File: config.mk
export PLATFORM = sky130hd
export DESIGN_NAME = wb_arbiter_flat
export DESIGN_NICKNAME = d
export VERILOG_FILES = /design/src/rtl/wb_arbiter_if.sv /design/src/rtl/wb_arbiter.sv /design/src/flat_wrapper.sv
export SDC_FILE = /design/constraint.sdc
export NUM_CORES = 1
export LEC_CHECK = 0
export CORE_UTILIZATION = 29
export DETAILED_ROUTE_END_ITERATION = 6
export PLACE_DENSITY_LB_ADDON = 0.2
export SLEW_MARGIN = 20
export SYNTH_ARGS = -nofsm -noshare
export SYNTH_HDL_FRONTEND = slang
export SYNTH_SLANG_ARGS = --single-unit
File: constraint.sdc
create_clock -name clk -period 3.1 [get_ports clk]
set_input_delay 0.62 -clock clk [delete_from_list [all_inputs] [get_ports clk]]
set_output_delay 0.62 -clock clk [all_outputs]
set_load 0.02 [all_outputs]
File: src/rtl/wb_arbiter_if.sv
// wb_arbiter_if
//   Groups the write-back request, flow-control and register-file write
//   signals that run between the pipelines and the write-back arbiter.
//   master : the side that raises requests and observes the write port
//   slave  : the arbiter
//   Signals:
//     alu_valid/alu_rd/alu_data : ALU/MEM pipe write request (no back-pressure)
//     ld_valid/ld_rd/ld_data    : long-latency write request
//     ld_ready                  : long-latency request accepted this cycle
//     alu_stall                 : ALU pipe must not issue this cycle
//     RegWrite/rc/dc            : registered register-file write port
interface wb_arbiter_if;
    logic        alu_valid;
    logic [4:0]  alu_rd;
    logic [31:0] alu_data;
    logic        ld_valid;
    logic [4:0]  ld_rd;
    logic [31:0] ld_data;
    logic        ld_ready;
    logic        alu_stall;
    logic        RegWrite;
    logic [4:0]  rc;
    logic [31:0] dc;

    modport master (
        output alu_valid, alu_rd, alu_data, ld_valid, ld_rd, ld_data,
        input  ld_ready, alu_stall, RegWrite, rc, dc
    );

    modport slave (
        input  alu_valid, alu_rd, alu_data, ld_valid, ld_rd, ld_data,
        output ld_ready, alu_stall, RegWrite, rc, dc
    );
endinterface

File: src/rtl/wb_arbiter.sv
// wb_arbiter
//   Shares a single register-file write port between the ALU/MEM pipe and
//   the long-latency (load/mul/div) unit. ALU writes always win; a colliding
//   long-latency write is parked in a one-entry buffer and drained when the
//   port is free, or forced out by stalling the ALU pipe after it has lost
//   STALL_LIMIT cycles in a row.
//   Ports:
//     clk   : clock, rising edge
//     rst_n : asynchronous active-low reset
//     bus   : wb_arbiter_if.slave (requests, ld_ready, alu_stall, write port)
module wb_arbiter #(
    parameter int unsigned STALL_LIMIT = 3
) (
    input  logic          clk,
    input  logic          rst_n,
    wb_arbiter_if.slave   bus
);

    localparam int unsigned CNT_W = (STALL_LIMIT < 1) ? 1 : $clog2(STALL_LIMIT + 1);
    localparam logic [CNT_W-1:0] CNT_LIMIT = CNT_W'(STALL_LIMIT);

    typedef enum logic [1:0] {
        IDLE  = 2'd0,
        HELD  = 2'd1,
        FORCE = 2'd2
    } state_t;

    state_t            state_q, state_d;
    logic [CNT_W-1:0]  cnt_q, cnt_d;
    logic [CNT_W-1:0]  cnt_inc;
    logic [4:0]        buf_rd_q, buf_rd_d;
    logic [31:0]       buf_data_q, buf_data_d;
    logic              we_q, we_d;
    logic [4:0]        rc_q, rc_d;
    logic [31:0]       dc_q, dc_d;

    logic              alu_req;
    logic              ld_req;

    // rd=0 targets the hardwired zero register, so it never produces a write.
    assign alu_req = bus.alu_valid && (bus.alu_rd != '0);
    // Only sampled in IDLE, where ld_ready is high; rd=0 is accepted and dropped.
    assign ld_req  = bus.ld_valid && (bus.ld_rd != '0);

    // Saturating so the counter can never wrap.
    assign cnt_inc = (cnt_q == '1) ? cnt_q : cnt_q + 1'b1;

    always_comb begin
        state_d    = state_q;
        cnt_d      = cnt_q;
        buf_rd_d   = buf_rd_q;
        buf_data_d = buf_data_q;
        we_d       = 1'b0;
        rc_d       = rc_q;
        dc_d       = dc_q;

        unique case (state_q)
            IDLE: begin
                if (alu_req) begin
                    we_d = 1'b1;
                    rc_d = bus.alu_rd;
                    dc_d = bus.alu_data;
                    // Same rd: the ALU result is younger, so the load is dead.
                    if (ld_req && (bus.ld_rd != bus.alu_rd)) begin
                        buf_rd_d   = bus.ld_rd;
                        buf_data_d = bus.ld_data;
                        cnt_d      = '0;
                        state_d    = HELD;
                    end
                end else if (ld_req) begin
                    we_d = 1'b1;
                    rc_d = bus.ld_rd;
                    dc_d = bus.ld_data;
                end
            end
            HELD: begin
                if (alu_req) begin
                    we_d = 1'b1;
                    rc_d = bus.alu_rd;
                    dc_d = bus.alu_data;
                    if (bus.alu_rd == buf_rd_q) begin
                        state_d = IDLE;
                    end else begin
                        cnt_d = cnt_inc;
                        if (cnt_inc == CNT_LIMIT) begin
                            state_d = FORCE;
                        end
                    end
                end else begin
                    we_d    = 1'b1;
                    rc_d    = buf_rd_q;
                    dc_d    = buf_data_q;
                    state_d = IDLE;
                end
            end
            FORCE: begin
                // Any alu_valid here violates the stall and is ignored.
                we_d    = 1'b1;
                rc_d    = buf_rd_q;
                dc_d    = buf_data_q;
                state_d = IDLE;
            end
            default: begin
                state_d = IDLE;
            end
        endcase
    end

    always_ff @(posedge clk or negedge rst_n) begin
        if (!rst_n) begin
            state_q    <= IDLE;
            cnt_q      <= '0;
            buf_rd_q   <= '0;
            buf_data_q <= '0;
            we_q       <= 1'b0;
            rc_q       <= '0;
            dc_q       <= '0;
        end else begin
            state_q    <= state_d;
            cnt_q      <= cnt_d;
            buf_rd_q   <= buf_rd_d;
            buf_data_q <= buf_data_d;
            we_q       <= we_d;
            rc_q       <= rc_d;
            dc_q       <= dc_d;
        end
    end

    assign bus.ld_ready  = (state_q == IDLE);
    assign bus.alu_stall = (state_q == FORCE);
    assign bus.RegWrite  = we_q;
    assign bus.rc        = rc_q;
    assign bus.dc        = dc_q;

endmodule

File: src/flat_wrapper.sv
// flat-port wrapper written by rule: the top's interface ports become plain ports
module wb_arbiter_flat 
#(
    parameter int unsigned STALL_LIMIT = 3
)
  (clk, rst_n, bus_alu_valid, bus_alu_rd, bus_alu_data, bus_ld_valid, bus_ld_rd, bus_ld_data, bus_ld_ready, bus_alu_stall, bus_RegWrite, bus_rc, bus_dc);
  wb_arbiter_if bus_i ();
  input  logic clk;
  input  logic rst_n;
  input wire logic [$bits(bus_i.alu_valid)-1:0] bus_alu_valid;
  input wire logic [$bits(bus_i.alu_rd)-1:0] bus_alu_rd;
  input wire logic [$bits(bus_i.alu_data)-1:0] bus_alu_data;
  input wire logic [$bits(bus_i.ld_valid)-1:0] bus_ld_valid;
  input wire logic [$bits(bus_i.ld_rd)-1:0] bus_ld_rd;
  input wire logic [$bits(bus_i.ld_data)-1:0] bus_ld_data;
  output wire logic [$bits(bus_i.ld_ready)-1:0] bus_ld_ready;
  output wire logic [$bits(bus_i.alu_stall)-1:0] bus_alu_stall;
  output wire logic [$bits(bus_i.RegWrite)-1:0] bus_RegWrite;
  output wire logic [$bits(bus_i.rc)-1:0] bus_rc;
  output wire logic [$bits(bus_i.dc)-1:0] bus_dc;
  assign bus_i.alu_valid = bus_alu_valid;
  assign bus_i.alu_rd = bus_alu_rd;
  assign bus_i.alu_data = bus_alu_data;
  assign bus_i.ld_valid = bus_ld_valid;
  assign bus_i.ld_rd = bus_ld_rd;
  assign bus_i.ld_data = bus_ld_data;
  assign bus_ld_ready = bus_i.ld_ready;
  assign bus_alu_stall = bus_i.alu_stall;
  assign bus_RegWrite = bus_i.RegWrite;
  assign bus_rc = bus_i.rc;
  assign bus_dc = bus_i.dc;
  wb_arbiter #(.STALL_LIMIT(STALL_LIMIT)) u_core (.clk(clk), .rst_n(rst_n), .bus(bus_i));
endmodule
==> impl_results.md <==
- Clock transition at path regs: ~0.060 ns
- Core Area: between 15000 and 20000 µm²
- Chip height: 127 µm
- Hpwl dp: between 8000 and 9000 µm
- CP Launch Type: input port
- Drt pass-1 iters: 6
- Gpl congestion: 0.782
- Total track usage: 0.169
- 1st-iter DRT viols: 236
- Effective utilization at floorplan: 0.297
- Layout cell share with drive strength beyond 1: 0.139
- Fin nets: 617
- Sequential area share after synthesis: 0.440
- Cell Area, Synth: between 4000 and 5000 µm²
- Vias in the first global route: between 4000 and 5000
- Die width: ~130 µm
- CTS tree: done
- Worst-Margin Slew: 0.978 ns
- Post-Syn Instances: 429
- Vias/cell: 5.31
- Routed length per instance: between 15 and 20 µm
- Num rows: 45
- Syn. warnings: 0
- Outcome: finished, final reports clean
- Worst-case clock buffer depth: 2
- Vias: roughly 3900
- Crit path max fanout: 34
- Clock skew: 0.00788 ns
- Hold Crit Class: in2async
- Cell Pwr Density: 967 nW/µm²
- CP Data Arrival Time: 2.97 ns
- Utilization after layout: 0.409
- Sw Share: 0.376
- Slew HR: 0.348
- RSZ-0062 raised after global routing: false
- Antenna violations before repair: 0
- # hold bufs at CTS: 0
- Largest net degree at the start of global routing: 80
- Drt total wl: 12900 µm
- First-pass GRT wire length: ~21000 µm
- Ports: 118
- DIE AREA: 16000 µm²
- Sw Pwr: 2.25 mW
- Post-route clock period utilization: 0.882
- Critical Path RT: 3.34 ns
- H-Tree Depth: 3
- Ant diodes: 0
- Lkg Pwr: 2.61 nW
- Setup CP Type: in2reg
- Clock sink count: between 70 and 80
- Count of final max-slew check failures: 0
- Clk root buf: clkbuf_16
- Combinational group share of total power: 0.495
- Num CTS Buffers: 9
- Worst VDD drop: 0.000474 V
- Hold Vio Cnt, Final: 0
- Port bufs: 117
- Syn_area_per_cell: about 10 µm²
- Setup TNS: 0 ns
- Grt ovf: 0
- Cell Int Power: approximately 3.7 mW
- Post-CTS Setup Bufs: 0
- Antenna Violating Nets Remaining: 0
- Distinct cells, synth: 35
- Total of max-cap violations: 0
- Power share of the clock group: 0.187
- Skew-Pair Late Insertion Delay: 0.35 ns
- Fin crit period: 2.74 ns
- Area grow syn2layout: 37.7%
- # setup viols final: 0
- Fmax: 366 MHz
- Critical path cell sequence: clkdlybuf4s50_1, or4_4, o21ai_4, buf_12, mux2_1, a221oi_1, a311oi_1, a21o_1
- Synth Register Bits: 79
- Syn Nets: a little over 500
- Crit. End Element: flip-flop
- Sequential fraction of design power: 0.319
- DRC Markers: 0
- CTS-repair resized insts: 0
- Highest-delay cell along the critical path: or4_4
- CP max stage delay: between 0.5 and 0.6 ns
==> area by class of cell <==
type,count,area [µm²]
timing repair buffer,136,1380
clock buffer,14,274
sequential,79,1980
inverter,5,18.8
multi-input combinational,304,2270
fill,1452,8950
tap,188,235
clock inverter,2,37.5
==> placed cells by master, fill, tap and decap left out, types with 5 or more instances in the layout <==
master	count
a21o_1	27
a21oi_1	7
a221oi_1	38
a311oi_1	25
and3_1	7
buf_12	5
buf_4	14
clkbuf_16	9
clkdlybuf4s50_1	116
dfrtp_1	79
mux2_1	28
mux2_2	34
nand2_1	82
nand3_1	6
o31ai_1	14
xnor2_1	6
==> through the flow <==
step / total power, mW / instance area [µm²] / instances / hold slack, ns / setup WS [ns]
floorplan: 3.78 / 4500 / 429 / 0.324 / 0.681
finish: 5.99 / 6190 / 728 / 0.316 / 0.365
global route: 6.39 / 6190 / 728 / 0.398 / 0.251
CTS: 6.05 / 6190 / 728 / 0.486 / 0.374
global placement: 4.82 / 5880 / 712 / 0.461 / 0.0536
detailed placement: 4.90 / 5880 / 712 / 0.465 / 0.00401
==> sequential cells by signal, indices dropped and copies added, names as in the netlist <==
register	count
u_core.buf_rd_q	5
u_core.buf_data_q	32
u_core.bus.RegWrite	1
u_core.bus.rc	5
u_core.cnt_q	2
u_core.state_q	2
u_core.bus.dc	32
==> cell usage after synthesis <==
library cell | count | share of area
o22ai_1 | 1 | 0.0014
nor2_1 | 5 | 0.0042
o21ai_4 | 1 | 0.0036
buf_2 | 19 | 0.021
nand3_1 | 6 | 0.0067
a31o_2 | 1 | 0.0019
xor2_1 | 4 | 0.0078
xnor2_1 | 6 | 0.012
buf_6 | 4 | 0.010
a221oi_1 | 38 | 0.074
inv_1 | 5 | 0.0042
or4_4 | 1 | 0.0025
ha_1 | 4 | 0.011
clkbuf_1 | 16 | 0.013
a311oi_1 | 25 | 0.049
or4b_1 | 1 | 0.0022
or4_1 | 1 | 0.0017
o21ai_0 | 2 | 0.0022
a2bb2oi_1 | 1 | 0.0019
buf_12 | 1 | 0.0045
mux2_2 | 34 | 0.085
buf_8 | 1 | 0.0033
o21ai_1 | 2 | 0.0022
a21bo_2 | 1 | 0.0022
a21oi_1 | 7 | 0.0078
nand2_1 | 82 | 0.068
o31ai_1 | 14 | 0.023
a22o_1 | 1 | 0.0019
mux2i_1 | 1 | 0.0022
a21o_1 | 27 | 0.045
dfrtp_1 | 79 | 0.44
nor3_1 | 2 | 0.0022
nor2b_1 | 1 | 0.0014
and3_1 | 7 | 0.0097
mux2_1 | 28 | 0.070
==> kinds of logic (layout without fill, tap and decap cells) <==
group,count (synthesis),count (layout),share of synthesized area
AO/OA/AOI/OAI,121,121,0.217
XOR/XNOR,10,10,0.0195
adder cells (fa/ha/maj),4,4,0.0111
buffers and inverters,46,157,0.0565
flip-flops,79,79,0.440
multiplexers,63,63,0.158
AND/OR/NAND/NOR,106,106,0.0991
==> worst max-delay path: cells and delay by family <==
family	cells	cell delay, ns
mux	1	0.34
simple gates	1	0.54
buf+inv	2	0.66
compound gates	4	0.78
==> per-layer routing <==
| layer | vias to the layer above | GRT usage | share of wire |
|---|---|---|---|
| met1 | 1934 | 0.219 | 0.47 |
| met4 | 0 | 0.0801 | 0.020 |
| met5 | - | 0 | 0 |
| li1 | 1826 | - | - |
| met3 | 17 | 0.0316 | 0.037 |
| met2 | 91 | 0.272 | 0.47 |
==> power groups by stage <==
stage | combinational [mW] | clock, mW | sequential (mW)
floorplan | 1.63 | 0 | 2.15
global placement | 2.92 | 0 | 1.90
detailed placement | 2.98 | 0 | 1.92
CTS | 2.99 | 1.15 | 1.91
global route | 3.22 | 1.20 | 1.98
finish | 2.96 | 1.12 | 1.91
==> path summary, 6_finish.rpt <==
check | from | to | slack (ns) | cells after the start
hold / removal | rst_n | u_core.bus.dc[6] | 0.32 | 1
hold reg to reg | u_core.bus.dc[27] | u_core.bus.dc[27] | 0.48 | 2
max in group asynchronous | rst_n | u_core.cnt_q[1] | 2.24 | 1
min in group clk | u_core.bus.dc[27] | u_core.bus.dc[27] | 0.48 | 2
setup reg to reg | u_core.state_q[0] | u_core.bus.dc[16] | 0.54 | 7
setup / recovery | bus_alu_rd[2] | u_core.bus.dc[9] | 0.36 | 8
No activity file was read; power rests on OpenSTA's default activity.
